--- src/rtl/flow_led_mode_ctrl.sv ---
// Two-LED flow sequencer: a debounced key steps a one-hot mode, a per-mode step timer
// advances a 2-bit pattern phase, and the LED pattern is decoded from mode and phase.
module flow_led_mode_ctrl #(
  parameter int unsigned CNT_W        = 24,
  parameter int unsigned DEBOUNCE_CYC = 1_000_000,
  parameter int unsigned PERIOD_1     = 5_000_000,
  parameter int unsigned PERIOD_2     = 10_000_000,
  parameter int unsigned PERIOD_3     = 2_500_000,
  parameter int unsigned PERIOD_4     = 1_250_000
) (
  input  logic       sys_clk,
  input  logic       sys_rst_n,
  input  logic       key_1,
  input  logic       run_en,
  output logic [3:0] mode,
  output logic       key_press,
  output logic       step_tick,
  output logic [1:0] led
);

  localparam logic [CNT_W-1:0] DbcLast = CNT_W'(DEBOUNCE_CYC - 1);
  localparam logic [CNT_W-1:0] Last1   = CNT_W'(PERIOD_1 - 1);
  localparam logic [CNT_W-1:0] Last2   = CNT_W'(PERIOD_2 - 1);
  localparam logic [CNT_W-1:0] Last3   = CNT_W'(PERIOD_3 - 1);
  localparam logic [CNT_W-1:0] Last4   = CNT_W'(PERIOD_4 - 1);

  typedef enum logic [3:0] {
    StM1 = 4'b0001,
    StM2 = 4'b0010,
    StM3 = 4'b0100,
    StM4 = 4'b1000
  } state_e;

  // Key synchronizer and debounce
  logic             key_meta_q, key_s_q;
  logic             kst_q, kst_d;
  logic             kst_dly_q;
  logic [CNT_W-1:0] dbc_q, dbc_d;
  logic             key_press_q, key_press_d;

  // Mode FSM and step timer
  state_e           state_q, state_d;
  logic [CNT_W-1:0] tcnt_q, tcnt_d;
  logic [CNT_W-1:0] tcnt_last;
  logic [1:0]       phase_q, phase_d;
  logic             tick;
  logic [1:0]       led_q, led_d;

  always_ff @(posedge sys_clk or negedge sys_rst_n) begin
    if (!sys_rst_n) begin
      key_meta_q <= 1'b1;
      key_s_q    <= 1'b1;
    end else begin
      key_meta_q <= key_1;
      key_s_q    <= key_meta_q;
    end
  end

  // The stable level only follows key_s after DEBOUNCE_CYC consecutive differing cycles.
  always_comb begin
    kst_d = kst_q;
    dbc_d = '0;
    if (key_s_q != kst_q) begin
      if (dbc_q == DbcLast) begin
        kst_d = key_s_q;
      end else begin
        dbc_d = dbc_q + CNT_W'(1);
      end
    end
  end

  // Press pulse follows the cycle in which the stable level fell.
  assign key_press_d = kst_dly_q & ~kst_q;

  always_ff @(posedge sys_clk or negedge sys_rst_n) begin
    if (!sys_rst_n) begin
      kst_q       <= 1'b1;
      kst_dly_q   <= 1'b1;
      dbc_q       <= '0;
      key_press_q <= 1'b0;
    end else begin
      kst_q       <= kst_d;
      kst_dly_q   <= kst_q;
      dbc_q       <= dbc_d;
      key_press_q <= key_press_d;
    end
  end

  always_ff @(posedge sys_clk or negedge sys_rst_n) begin
    if (!sys_rst_n) begin
      state_q <= StM1;
    end else begin
      state_q <= state_d;
    end
  end

  always_comb begin
    state_d = state_q;
    if (key_press_q) begin
      unique case (state_q)
        StM1:    state_d = StM2;
        StM2:    state_d = StM3;
        StM3:    state_d = StM4;
        StM4:    state_d = StM1;
        default: state_d = StM1;
      endcase
    end
  end

  always_comb begin
    mode      = state_q;
    tcnt_last = Last1;
    unique case (state_q)
      StM1:    tcnt_last = Last1;
      StM2:    tcnt_last = Last2;
      StM3:    tcnt_last = Last3;
      StM4:    tcnt_last = Last4;
      default: tcnt_last = Last1;
    endcase
  end

  // A mode change restarts the period and phase and suppresses a coincident tick.
  always_comb begin
    tick    = run_en && (tcnt_q == tcnt_last) && !key_press_q;
    tcnt_d  = tcnt_q;
    phase_d = phase_q;
    if (key_press_q) begin
      tcnt_d  = '0;
      phase_d = '0;
    end else if (run_en) begin
      if (tick) begin
        tcnt_d  = '0;
        phase_d = phase_q + 2'd1;
      end else begin
        tcnt_d = tcnt_q + CNT_W'(1);
      end
    end
  end

  always_comb begin
    led_d = 2'b01;
    unique case (state_q)
      StM1:    led_d = phase_q[0] ? 2'b10 : 2'b01;
      StM2:    led_d = phase_q[0] ? 2'b11 : 2'b00;
      StM3:    led_d = phase_q[0] ? 2'b00 : 2'b01;
      StM4:    led_d = phase_q;
      default: led_d = 2'b01;
    endcase
  end

  always_ff @(posedge sys_clk or negedge sys_rst_n) begin
    if (!sys_rst_n) begin
      tcnt_q  <= '0;
      phase_q <= '0;
      led_q   <= 2'b01;
    end else begin
      tcnt_q  <= tcnt_d;
      phase_q <= phase_d;
      led_q   <= led_d;
    end
  end

  assign key_press = key_press_q;
  assign step_tick = tick;
  assign led       = led_q;

endmodule

--- config.mk ---
export PLATFORM = sky130hd
export DESIGN_NAME = flow_led_mode_ctrl
export DESIGN_NICKNAME = d
export VERILOG_FILES = /design/src/rtl/flow_led_mode_ctrl.sv
export SDC_FILE = /design/constraint.sdc
export NUM_CORES = 1
export LEC_CHECK = 0
export ABC_AREA = 1
export CORE_MARGIN = 3
export CORE_UTILIZATION = 55
export CTS_CLUSTER_SIZE = 24
export DETAILED_ROUTE_END_ITERATION = 7
export PLACE_DENSITY_LB_ADDON = 0.2
export SLEW_MARGIN = 5
export SYNTH_ARGS = -nofsm -noshare
export SYNTH_HDL_FRONTEND = slang
export SYNTH_SLANG_ARGS = --single-unit
export TNS_END_PERCENT = 50
--- constraint.sdc ---
create_clock -name sys_clk -period 2.4 [get_ports sys_clk]
set_input_delay 0.48 -clock sys_clk [delete_from_list [all_inputs] [get_ports sys_clk]]
set_output_delay 0.48 -clock sys_clk [all_outputs]
set_load 0.01 [all_outputs]
==> flow_summary.yaml, run 1 <==
setup_path:
  start_kind: "flop"
  worstPathCellList: "nor2_4, nand2_4, buf_4, buf_4, nand3b_1, nand2_1, nand2_2, nor2_2, nand2_2, nor2_1, buf_2"
  crit_path_end_kind: "output port"
  crit_slowest_cell: "dfstp_2"
  path_max_fanout: 12
  critPathKind: "reg2out"
  crit_required_ns: 1.92
  critical-path-max-stage-delay_ns: 0.58
  cp.arrival_ns: 2.01
finish:
  fin_util: 0.6906
  fillers: 537
  drive_above_1_share: 0.2007
  diodes: 0
  final_cells: 655
  syn_to_final_growth_pct: 18.83
  nets: 579
floorplan:
  rows: 29
  die_h_microns: 88.85
  fp.dieW_microns: 88.85
  core_area_sq_mm: 0.006495
  start_util: 0.5812
  die-area_sq_mm: 0.007893
  io_pins: 12
global_routing:
  grt_overflow_total: 0
  grt_max_degree: 41
  antenna_found_initial: 0
  grtUsageTotal: 0.2671
  grt_pass1_vias: 3444
  grt_pass1_wl_mm: 16.13
route:
  routed-via-count: 3551
  drc_errors: 0
  wirelength_mm: 9.532
  first_iter_violations: 244
  vias_per_cell: 5.421
  routedWlPerCell_microns: 14.55
  firstDrtPassIters: 5
  ant_nets: 0
timing:
  rsz0062_at_grt: "true"
  relSlewSlack: 0.6474
  min_period_ns: 2.487
  fmax_mhz: 402.0
  fin_crit_sh: 1.036
  setup_violations: 1
  setup_ws_ns: -0.08750
  slew_violations: 0
  hold_viol: 0
  clock_skew_ns: 0.007696
  worstMarginPinSlew_ns: 0.5283
clock_tree:
  htree_levels: 3
  tritoncts: "built"
  cts_buffers: 9
  root_buffer: "clkbuf_8"
  clock_latency_ns: 0.35
  cts_buffer_depth: 2
  cts.sinks: 61
  clk_pin_slew_worst_paths_ns: 0.07
placement:
  dp.final_hpwl_mm: 6.965
  gp_congestion: 0.9515
  dp_cells: 636
  port_buffers: 11
synth:
  avgSynthCellArea_sq_um: 7.273
  synth_cell_type_count: 33
  yosys_warnings: 0
  synth_cells: 519
  synth_flop_cell: "dfrtp_1"
  synth_area_leaders: "dfrtp_1 36%, nand2_1 14%, nor2_1 6.6%"
  synthesis.nets: 525
  yosysTopAreaCellShare: 0.3646
  postSynth.asyncResetShare: 1.000
  synth_edf_count: 0
  synth_area_leader_cell: "dfrtp_1"
  ys_ff_latch: 61
  yosysSeqAreaShare: 0.4064
  synthesis.area_sq_mm: 0.003775
power:
  p_leak_uw: 0.002013
  power.total_uw: 2339
  p_per_area_mw_per_mm2: 521.3
  irDropWorstVdd_mv: 0.3558
run:
  max_cap_viol_count: 0
hold_path:
  min_path_type: "in2async"
run_status:
  violations: "negative setup slack"
  status: "finished with violations"
-- worst paths after layout --
check                                    endpoint  slack (ns)  cells after the start                  from
setup / recovery                        step_tick       -0.09                     11   mode[0]$_DFFE_PN1P_
hold / removal                   led[1]$_DFF_PN0_        0.10                      1             sys_rst_n
setup reg to reg           tcnt_q[22]$_DFFE_PN0P_        0.32                     13   mode[0]$_DFFE_PN1P_
hold reg to reg                 key_s_q$_DFF_PN1_        0.37                      0  key_meta_q$_DFF_PN1_
max in group asynchronous      dbc_q[7]$_DFF_PN0_        1.70                      2             sys_rst_n
min in group sys_clk            key_s_q$_DFF_PN1_        0.37                      0  key_meta_q$_DFF_PN1_
-- layout by cell type, fill, tap and decap left out, drive strengths merged --
cell / instances
a211oi: 2
nor3: 23
nand4: 13
nand3b: 4
nand2: 142
nor4: 8
xnor2: 3
or2: 4
a21oi: 5
clkbuf: 10
a31o: 1
nand3: 48
o21ai: 13
xor2: 21
nor3b: 2
clkinv: 1
clkinvlp: 3
nor2: 93
bufinv: 2
dfstp: 6
a31oi: 1
dfrtp: 55
o41ai: 1
o21a: 1
inv: 65
clkdlybuf4s50: 9
buf: 40
ha: 2
-- synth_stat cells, types with 4 or more instances --
| cell type | instances |
|---|---|
| nand2_1 | 136 |
| nor2_1 | 66 |
| inv_1 | 64 |
| dfrtp_1 | 55 |
| nand3_1 | 47 |
| nor2_2 | 25 |
| nor3_1 | 22 |
| xor2_1 | 21 |
| nand4_1 | 13 |
| o21ai_0 | 12 |
| nor4_1 | 8 |
| dfstp_2 | 6 |
| a21oi_1 | 5 |
| nand2_2 | 4 |
| nand3b_1 | 4 |
| or2_2 | 4 |
-- repair_timing --
action | CTS | global route
resized for setup | 20 | 5
pin swaps | 5 | 4
hold buffers | 0 | 0
hold endpoints to repair | 0 | 0
endpoints found under the setup margin | 1 | 1
buffers inserted | 2 | 0
gates cloned | 1 | 0
-- layout make-up --
cell class	count	area [sq um]	share of cell area
clock inverters	6	87.58	0.01953
flip-flops and latches	61	1538	0.3428
inverters	65	244.0	0.05439
clock buffers	10	127.6	0.02845
multi-input cells	387	1974	0.4402
repair buffers	49	417.9	0.09317
well taps	77	96.34	0.02148
-- flip-flops by register name, indices dropped and copies added (netlist names) --
signal / flops
dbc_q: 24
key_s_q: 1
key_press: 1
tcnt_q: 24
kst_dly_q: 1
mode: 4
key_meta_q: 1
kst_q: 1
led: 2
phase_q: 2
-- stage by stage --
stage                     worst slack (ns)  hold WS [ns]  TNS [ns]  instance area, sq um
after floorplan                     0.3492        0.1844         0                  3775
after global placement             -0.2725        0.3463   -0.2725                  4190
after detailed placement           -0.2887        0.3476   -0.2887                  4190
after CTS                          -0.1012        0.1069   -0.1012                  4468
after global routing               -0.1915        0.1361   -0.1915                  4486
final                             -0.08750        0.1006  -0.08750                  4486
-- critical path: cells and delay by family (launching register included) --
kind	cells	cell delay (ns)
simple gates	8	0.70
flops	1	0.58
buf+inv	3	0.38
-- logic make-up after synthesis --
logic type | share of synthesized area
flip-flops | 0.4064
AO/OA/AOI/OAI | 0.03712
buffers and inverters | 0.08618
adder cells (fa/ha/maj) | 0.006628
XOR/XNOR | 0.05569
AND/OR/NAND/NOR | 0.4080
-- report_power, final --
group | total, uW | internal (uW) | leakage (uW) | switching (uW)
registers | 1120 | 1070 | 0.000813 | 49.5
clock network | 1020 | 583 | 0.0000985 | 442
logic | 191 | 73.2 | 0.00110 | 118
total | 2340 | 1730 | 0.00201 | 609
-- metal layers --
layer | global-route usage | wire, microns | vias up
met1 | 0.3737 | 4637 | 1646
met4 | 0.1016 | 182 | 0
met5 | 0 | 0 | -
li1 | - | - | 1767
met3 | 0.07821 | 657 | 16
met2 | 0.3893 | 4055 | 122
No activity file was read; power rests on OpenSTA's default activity.
==> inputs of run 2 (changes only) <==
SETUP_SLACK_MARGIN = 0.15   (was default)
==> results of run 2 <==
Final layout, timing and power as in run 1 (identical DEF).
